--- config.mk ---
export PLATFORM = sky130hd
export DESIGN_NAME = ysyx_24120013_mem_arbiter
export DESIGN_NICKNAME = d
export VERILOG_FILES = /design/src/rtl/ysyx_24120013_mem_arbiter.sv
export SDC_FILE = /design/constraint.sdc
export NUM_CORES = 1
export LEC_CHECK = 0
export BUFFER_PORTS_ARGS = -buffer_cell sky130_fd_sc_hd__clkbuf_2
export CAP_MARGIN = 40
export CORE_MARGIN = 1
export CORE_UTILIZATION = 45
export DETAILED_ROUTE_END_ITERATION = 12
export GPL_TIMING_DRIVEN = 0
export PLACE_DENSITY = 0.88
export SLEW_MARGIN = 10
export SYNTH_ARGS = -nofsm -noshare
export SYNTH_HDL_FRONTEND = slang
export SYNTH_SLANG_ARGS = --single-unit
--- constraint.sdc ---
create_clock -name clk -period 6.4 [get_ports clk]
set_input_delay 0.64 -clock clk [delete_from_list [all_inputs] [get_ports clk]]
set_output_delay 0.64 -clock clk [all_outputs]
set_load 0.03 [all_outputs]
--- src/rtl/ysyx_24120013_mem_arbiter.sv ---
// Round-robin arbiter that shares one memory port between the IFU and the LSU.
// Handles one transaction at a time and aborts it if memory stays silent for too long.
module ysyx_24120013_mem_arbiter #(
  parameter int ADDR_WIDTH     = 32,
  parameter int DATA_WIDTH     = 32,
  parameter int TIMEOUT_CYCLES = 255
) (
  input  logic                  clk,
  input  logic                  rst,
  input  logic                  ifu_req_valid,
  output logic                  ifu_req_ready,
  input  logic [ADDR_WIDTH-1:0] ifu_addr,
  output logic                  ifu_resp_valid,
  output logic [DATA_WIDTH-1:0] ifu_resp_data,
  input  logic                  lsu_req_valid,
  output logic                  lsu_req_ready,
  input  logic [ADDR_WIDTH-1:0] lsu_addr,
  input  logic                  lsu_wen,
  input  logic [DATA_WIDTH-1:0] lsu_wdata,
  input  logic [3:0]            lsu_wmask,
  output logic                  lsu_resp_valid,
  output logic [DATA_WIDTH-1:0] lsu_resp_data,
  output logic                  mem_req_valid,
  input  logic                  mem_req_ready,
  output logic [ADDR_WIDTH-1:0] mem_addr,
  output logic                  mem_wen,
  output logic [DATA_WIDTH-1:0] mem_wdata,
  output logic [3:0]            mem_wmask,
  input  logic                  mem_resp_valid,
  input  logic [DATA_WIDTH-1:0] mem_resp_data,
  output logic                  busy,
  output logic                  timeout_err
);

  localparam int TW = $clog2(TIMEOUT_CYCLES + 1);
  localparam logic [TW-1:0] TIMER_LAST = TW'(TIMEOUT_CYCLES - 1);
  localparam logic [TW-1:0] TIMER_SAT  = '1;

  typedef enum logic [1:0] {S_IDLE, S_REQ, S_WAIT} state_e;
  typedef enum logic [1:0] {OWN_NONE, OWN_IFU, OWN_LSU} owner_e;

  state_e                state_q, state_d;
  owner_e                owner_q, owner_d;
  owner_e                last_q, last_d;
  logic [TW-1:0]         timer_q, timer_d;
  logic [ADDR_WIDTH-1:0] addr_q, addr_d;
  logic                  wen_q, wen_d;
  logic [DATA_WIDTH-1:0] wdata_q, wdata_d;
  logic [3:0]            wmask_q, wmask_d;
  logic                  ifu_rv_q, ifu_rv_d;
  logic [DATA_WIDTH-1:0] ifu_rd_q, ifu_rd_d;
  logic                  lsu_rv_q, lsu_rv_d;
  logic [DATA_WIDTH-1:0] lsu_rd_q, lsu_rd_d;
  logic                  terr_q, terr_d;
  logic                  grant_ifu, grant_lsu;
  logic                  finish, resp_hit;
  logic [DATA_WIDTH-1:0] resp_val;

  always_comb begin
    state_d   = state_q;
    owner_d   = owner_q;
    last_d    = last_q;
    timer_d   = timer_q;
    addr_d    = addr_q;
    wen_d     = wen_q;
    wdata_d   = wdata_q;
    wmask_d   = wmask_q;
    ifu_rv_d  = 1'b0;
    ifu_rd_d  = ifu_rd_q;
    lsu_rv_d  = 1'b0;
    lsu_rd_d  = lsu_rd_q;
    terr_d    = 1'b0;
    grant_ifu = 1'b0;
    grant_lsu = 1'b0;
    finish    = 1'b0;
    resp_hit  = 1'b0;
    resp_val  = '0;

    case (state_q)
      S_IDLE: begin
        // On contention the requester that did not win last time goes first.
        if (ifu_req_valid && lsu_req_valid) begin
          grant_lsu = (last_q == OWN_IFU);
          grant_ifu = (last_q != OWN_IFU);
        end else begin
          grant_ifu = ifu_req_valid;
          grant_lsu = lsu_req_valid;
        end
        if (grant_ifu) begin
          addr_d  = ifu_addr;
          wen_d   = 1'b0;
          wdata_d = '0;
          wmask_d = 4'h0;
          owner_d = OWN_IFU;
          last_d  = OWN_IFU;
          timer_d = '0;
          state_d = S_REQ;
        end else if (grant_lsu) begin
          addr_d  = lsu_addr;
          wen_d   = lsu_wen;
          wdata_d = lsu_wdata;
          wmask_d = lsu_wmask;
          owner_d = OWN_LSU;
          last_d  = OWN_LSU;
          timer_d = '0;
          state_d = S_REQ;
        end
      end
      S_REQ, S_WAIT: begin
        if (timer_q != TIMER_SAT) timer_d = timer_q + TW'(1);
        // A response in the final cycle still beats the timeout.
        if (state_q == S_WAIT && mem_resp_valid) begin
          finish   = 1'b1;
          resp_hit = 1'b1;
          resp_val = wen_q ? '0 : mem_resp_data;
        end else if (timer_q == TIMER_LAST) begin
          finish = 1'b1;
          terr_d = 1'b1;
        end else if (state_q == S_REQ && mem_req_ready) begin
          state_d = S_WAIT;
        end
        if (finish) begin
          state_d = S_IDLE;
          owner_d = OWN_NONE;
          if (owner_q == OWN_IFU) begin
            ifu_rv_d = 1'b1;
            ifu_rd_d = resp_val;
          end else if (owner_q == OWN_LSU) begin
            lsu_rv_d = 1'b1;
            lsu_rd_d = resp_val;
          end
        end
      end
      default: state_d = S_IDLE;
    endcase
  end

  always_ff @(posedge clk or posedge rst) begin
    if (rst) begin
      state_q  <= S_IDLE;
      owner_q  <= OWN_NONE;
      last_q   <= OWN_IFU;
      timer_q  <= '0;
      addr_q   <= '0;
      wen_q    <= 1'b0;
      wdata_q  <= '0;
      wmask_q  <= 4'h0;
      ifu_rv_q <= 1'b0;
      ifu_rd_q <= '0;
      lsu_rv_q <= 1'b0;
      lsu_rd_q <= '0;
      terr_q   <= 1'b0;
    end else begin
      state_q  <= state_d;
      owner_q  <= owner_d;
      last_q   <= last_d;
      timer_q  <= timer_d;
      addr_q   <= addr_d;
      wen_q    <= wen_d;
      wdata_q  <= wdata_d;
      wmask_q  <= wmask_d;
      ifu_rv_q <= ifu_rv_d;
      ifu_rd_q <= ifu_rd_d;
      lsu_rv_q <= lsu_rv_d;
      lsu_rd_q <= lsu_rd_d;
      terr_q   <= terr_d;
    end
  end

  // Ready is held low while reset is asserted so every output reads zero.
  assign ifu_req_ready  = grant_ifu & ~rst;
  assign lsu_req_ready  = grant_lsu & ~rst;
  assign mem_req_valid  = (state_q == S_REQ);
  assign busy           = (state_q != S_IDLE);
  assign mem_addr       = addr_q;
  assign mem_wen        = wen_q;
  assign mem_wdata      = wdata_q;
  assign mem_wmask      = wmask_q;
  assign ifu_resp_valid = ifu_rv_q;
  assign ifu_resp_data  = ifu_rd_q;
  assign lsu_resp_valid = lsu_rv_q;
  assign lsu_resp_data  = lsu_rd_q;
  assign timeout_err    = terr_q;

endmodule

# Word level (Yosys, flattened, before mapping)
# Cells that the tools add are included.
dict set report classes {
  eq_ne 14
  mux 43
  reduce_logical 14
  addsub 1
  n_bitwise 4
}
# op n
set op_table {}
lappend op_table {{two-way mux 32 bit} 6}
lappend op_table {{two-way mux 8 bit} 3}
lappend op_table {{two-way mux 1 bit} 20}
lappend op_table {{two-way mux 2 bit} 9}
lappend op_table {{case mux 8 bit (2 select lines)} 1}
lappend op_table {{!= test 3 bit, second input constant} 4}
lappend op_table {{AND reduction 3 bit} 3}
lappend op_table {{adder 8 x 1 -> 8 bit, second input constant} 1}
lappend op_table {{== test 8 bit, second input constant} 1}
lappend op_table {{two-way mux 4 bit} 2}
lappend op_table {{!= test 8 bit, second input constant} 1}
lappend op_table {{case mux 2 bit (2 select lines)} 2}
lappend op_table {{AND reduction 4 bit} 2}
lappend op_table {{== test 2 x 1 -> 1 bit, second input constant} 3}
lappend op_table {{nonzero test 2 bit} 3}
lappend op_table {{== test 2 bit, second input constant} 2}
lappend op_table {{!= test 2 bit, second input constant} 2}
lappend op_table {{logical AND 1 bit} 3}
lappend op_table {{AND 1 bit} 2}
lappend op_table {{zero test 2 bit} 1}
lappend op_table {{!= test 2 x 1 -> 1 bit, second input constant} 1}
lappend op_table {{NOT 1 bit} 2}
lappend op_table {{AND reduction 2 bit} 1}
lappend op_table {{OR reduction 2 bit} 1}
dict set report totals {
  ff_bits 150
  word_cells 89
  out_inout_bits 140
  inputBits 139
}

# Longest topological paths before layout
dict set report logic_depth {
  word_depth 7
  mapped_depth 9
  ltp_nobuf 6
}

# Worst setup path before layout
# Ideal clock, no wire load.
dict set report synth_path {
  path_kind {in2out}
  startpoint {in lsu_req_valid}
  endpoint {out lsu_req_ready}
  t_required_ps 5760
  cell_stages 5
  t_arrival_ps 1962
  slack_ps 3798
  n_path_buf 2
  cell_sequence {nand3b_1 -> and2_1 -> clkbuf_1 -> clkbuf_1 -> nor3_1}
}
dict set report synth_between {
  elab_chain_len 5
}
# element line
set synth_lines {}
lappend synth_lines {{from (decl)} 15} ;# input logic lsu_req_valid,
lappend synth_lines {{logical AND 1 bit} 82} ;# if (ifu_req_valid && lsu_req_valid) begin
lappend synth_lines {{two-way mux 1 bit (*)} 82}
lappend synth_lines {{two-way mux 1 bit (*) (2 in a row)} 79} ;# case (state_q)
lappend synth_lines {{AND 1 bit (*)} 172} ;# assign lsu_req_ready = grant_lsu & ~rst;
lappend synth_lines {{to (decl)} 16} ;# output logic lsu_req_ready,
# Mark *: on every way between the ends. The rest lies on a longest branch, timed or not. The select of a mux whose other input is x is not followed.

# Worst setup path after layout
dict set report layout_path {
  startpoint {reg last_q[0]}
  endpoint {out lsu_req_ready}
}
dict set report layout_between {
  elab_chain_len 5
}
# element line
set layout_lines {}
lappend layout_lines {{from (decl)} 44} ;# owner_e last_q, last_d;
lappend layout_lines {{from (signal assigned)} 156} ;# last_q <= last_d;
lappend layout_lines {{== test 2 x 1 -> 1 bit} 83} ;# grant_lsu = (last_q == OWN_IFU);
lappend layout_lines {{two-way mux 1 bit} 82}
lappend layout_lines {{two-way mux 1 bit (2 in a row)} 79}
lappend layout_lines {{AND 1 bit} 172}
# No other way between the ends. The select of a mux whose other input is x is not followed.

==> results.cfg <==
[status]
status = finished, final reports clean

[sta]
setup_violations = 0
relSlewSlack = 0.641
period_needed_ps = 2990
fmax_ghz = 0.334
period_share = 0.468
final-hold-violation-count = 0
drv_slew = 0
finalSetupTns_ps = 0
rsz0062_at_grt = false
worst_pin_slew_ps = 539
skew_ps = 8.03
holdWs_ps = 311

[power]
clockPowerShare = 0.235
seqPwrFrac = 0.339
netSwitchingPower_mw = 1.99
swShare = 0.441
p_int_mw = 2.52
power_frac_comb = 0.426
vdd_ir_drop_max_uv = 214
leakage_nw = 4.45
p_per_area_nw_per_um2 = 539

[floorplan]
die_x_um = 118
fp.dieArea_um2 = 14000
ios = 279
core-area_um2 = 13200
dieHeight_um = 118
rows = 42
start_util = 0.461

[yosys]
yosysTopAreaCell = dfrtp_1
ys_types = 40
synth.area.top_cells = dfrtp_1 (61%), a22o_1 (9.2%), nand2_1 (8.3%)
synthCells = 564
avgSynthCellArea_um2 = 10.8
ys_warn_count = 0
synth_top_area_frac = 0.611
synth_fp_nets = 709
ys_seq_area_frac = 0.615
ys_seq_elements = 150
netlist_area_um2 = 6110

[drt]
drtAntennaViolNets = 0
via_per_inst = 5.44
routed_wl_um = 18500
drt-initial-drc-count = 455
drc = 0
drtPass1Iterations = 5
routedWlPerCell_um = 17.6
vias = 5719

[clocking]
clk_latency_ps = 420
htreeDepth = 4
cts_buffers = 17
path_clk_slew_ps = 70
postCtsHoldBufs = 0
cts_buffer_depth = 2
clock_sinks = 150
tritoncts = done
cts_setup_buffers = 0
cts_root_buf = clkbuf_16
ctsResizeCount = 0

[global_route]
grt_antenna_before_repair = 0
grt_use_total = 0.267
grt_max_degree = 77
overflow = 0
grt_pass1_vias = 5714
grt_pass1_wl_um = 29200

[cells_and_area]
nFillCells = 1068
final_nets = 1007
syn_to_final_growth_pct = 37.3
post_route_cells_drive_above_1_share = 0.384
stdcell_count = 1051
antenna_cells = 0
multi_input_area_um2 = 2110
register_area_um2 = 3750

[place]
dp_cells = 1019
dp_hpwl_um = 13100
io_buffer_count = 278
gp_congestion = 0.821

[flow_run]
max-cap-violations = 0

[critical_path]
endpoint_kind = output pin
crit_path_start_kind = register
critPathMaxFanout = 10
crit_required_ps = 5760
critPathKind = reg2out
critPathArrivalTime_ps = 2350

[min_path]
hold_path.class = in2async
[critical path, cell delays in order, from the launching register on]
cell	delay, ps
dfstp_2	540
nand3b_1	150
and2_1	200
clkbuf_1	240
clkbuf_1	320
nor3_1	250
clkbuf_2	240
[layout by cell type (no fill, tap or decap), drive strengths merged]
cell type / count
nor2b: 1
ha: 6
a32oi: 17
nand2b: 3
xor2: 1
o21a: 2
nand2: 135
a21oi: 10
buf: 18
o21ai: 45
o31ai: 3
clkinvlp: 3
dfstp: 1
nor2: 4
mux2: 1
bufinv: 4
o22ai: 1
nor3b: 2
clkinv: 5
or3: 3
o2bb2ai: 1
nand3b: 2
a21o: 1
nand3: 52
nor3: 1
inv: 10
nand4b: 1
a22o: 64
a21boi: 1
or4: 2
o221ai: 1
nand4: 2
and2: 2
dfrtp: 149
clkbuf: 321
[routing by layer]
layer / part of all wire / GRT usage
met1: 0.40 / 0.325
met2: 0.51 / 0.462
met3: 0.064 / 0.0579
met4: 0.024 / 0.109
met5: 0 / 0
[final timing paths]
path,from,to,slack (ps),depth (start not counted)
worst max register to register,state_q[0],lsu_resp_data[3],4110,7
min in group clk,lsu_addr[15],mem_addr[15],420,3
max in group asynchronous,rst,lsu_resp_data[31],5350,3
worst min-delay path,rst,mem_addr[21],310,2
worst max-delay path,last_q[0],lsu_req_ready,3410,6
worst min register to register,mem_addr[3],mem_addr[3],470,2
[kinds of logic after synthesis]
family,share of synthesized area
buffers and inverters,0.0389
XOR/XNOR,0.00143
AO/OA/AOI/OAI,0.178
multiplexers,0.00184
adder cells (fa/ha/maj),0.0123
flip-flops,0.615
AND/OR/NAND/NOR,0.153
[state kept, by name, summed over array words and instances (netlist names)]
| register | count |
|---|---|
| last_q | 2 |
| mem_addr | 32 |
| ifu_resp_valid | 1 |
| mem_wen | 1 |
| lsu_resp_valid | 1 |
| mem_wdata | 32 |
| lsu_resp_data | 32 |
| timeout_err | 1 |
| timer_q | 8 |
| state_q | 2 |
| owner_q | 2 |
| mem_wmask | 4 |
| ifu_resp_data | 32 |
[cell type report]
class                           instances  share of cell area
Buffer                                 42              0.0248
Tap cell                              176              0.0263
Timing Repair Buffer                  279               0.169
Sequential cell                       150               0.448
Clock inverter                         14              0.0239
Clock buffer                           18              0.0512
Multi-Input combinational cell        364               0.252
Inverter                                8             0.00448
[power groups by stage]
stage / combinational, mW / clock [mW] / sequential [mW]
after global placement: 1.87 / 0 / 1.51
after global routing: 2.07 / 1.11 / 1.57
final: 1.92 / 1.06 / 1.53
after floorplan: 0.657 / 0 / 2.16
after detailed placement: 1.92 / 0 / 1.53
after CTS: 1.93 / 1.07 / 1.53
[metrics by stage]
| stage | area (um2) | setup WS, ps | util | total power, mW |
|---|---|---|---|---|
| 6_report | 8380 | 3410 | 0.633 | 4.52 |
| 5_1_grt | 8380 | 3280 | 0.633 | 4.76 |
| 2_1_floorplan | 6110 | 1730 | - | 2.81 |
| 3_5_place_dp | 7750 | 3570 | 0.585 | 3.46 |
| 3_3_place_gp | 7720 | 221 | 0.583 | 3.39 |
| 4_1_cts | 8380 | 3430 | 0.633 | 4.53 |
[synth_stat cells, drive strengths merged]
library cell / number
nor3b: 2
nand3: 52
a32oi: 17
nand3b: 2
nor2: 4
or4: 2
a22o: 64
o22ai: 1
xor2: 1
nand4: 2
o221ai: 1
nor3: 1
clkbuf: 25
ha: 6
inv: 8
or3: 3
o21ai: 45
buf: 17
a21boi: 1
and2: 2
a21o: 1
nand2b: 3
a21oi: 10
dfrtp: 149
o2bb2ai: 1
nor2b: 1
o31ai: 3
o21a: 2
nand2: 135
dfstp: 1
nand4b: 1
mux2: 1
(Power assumes the default switching activity.)
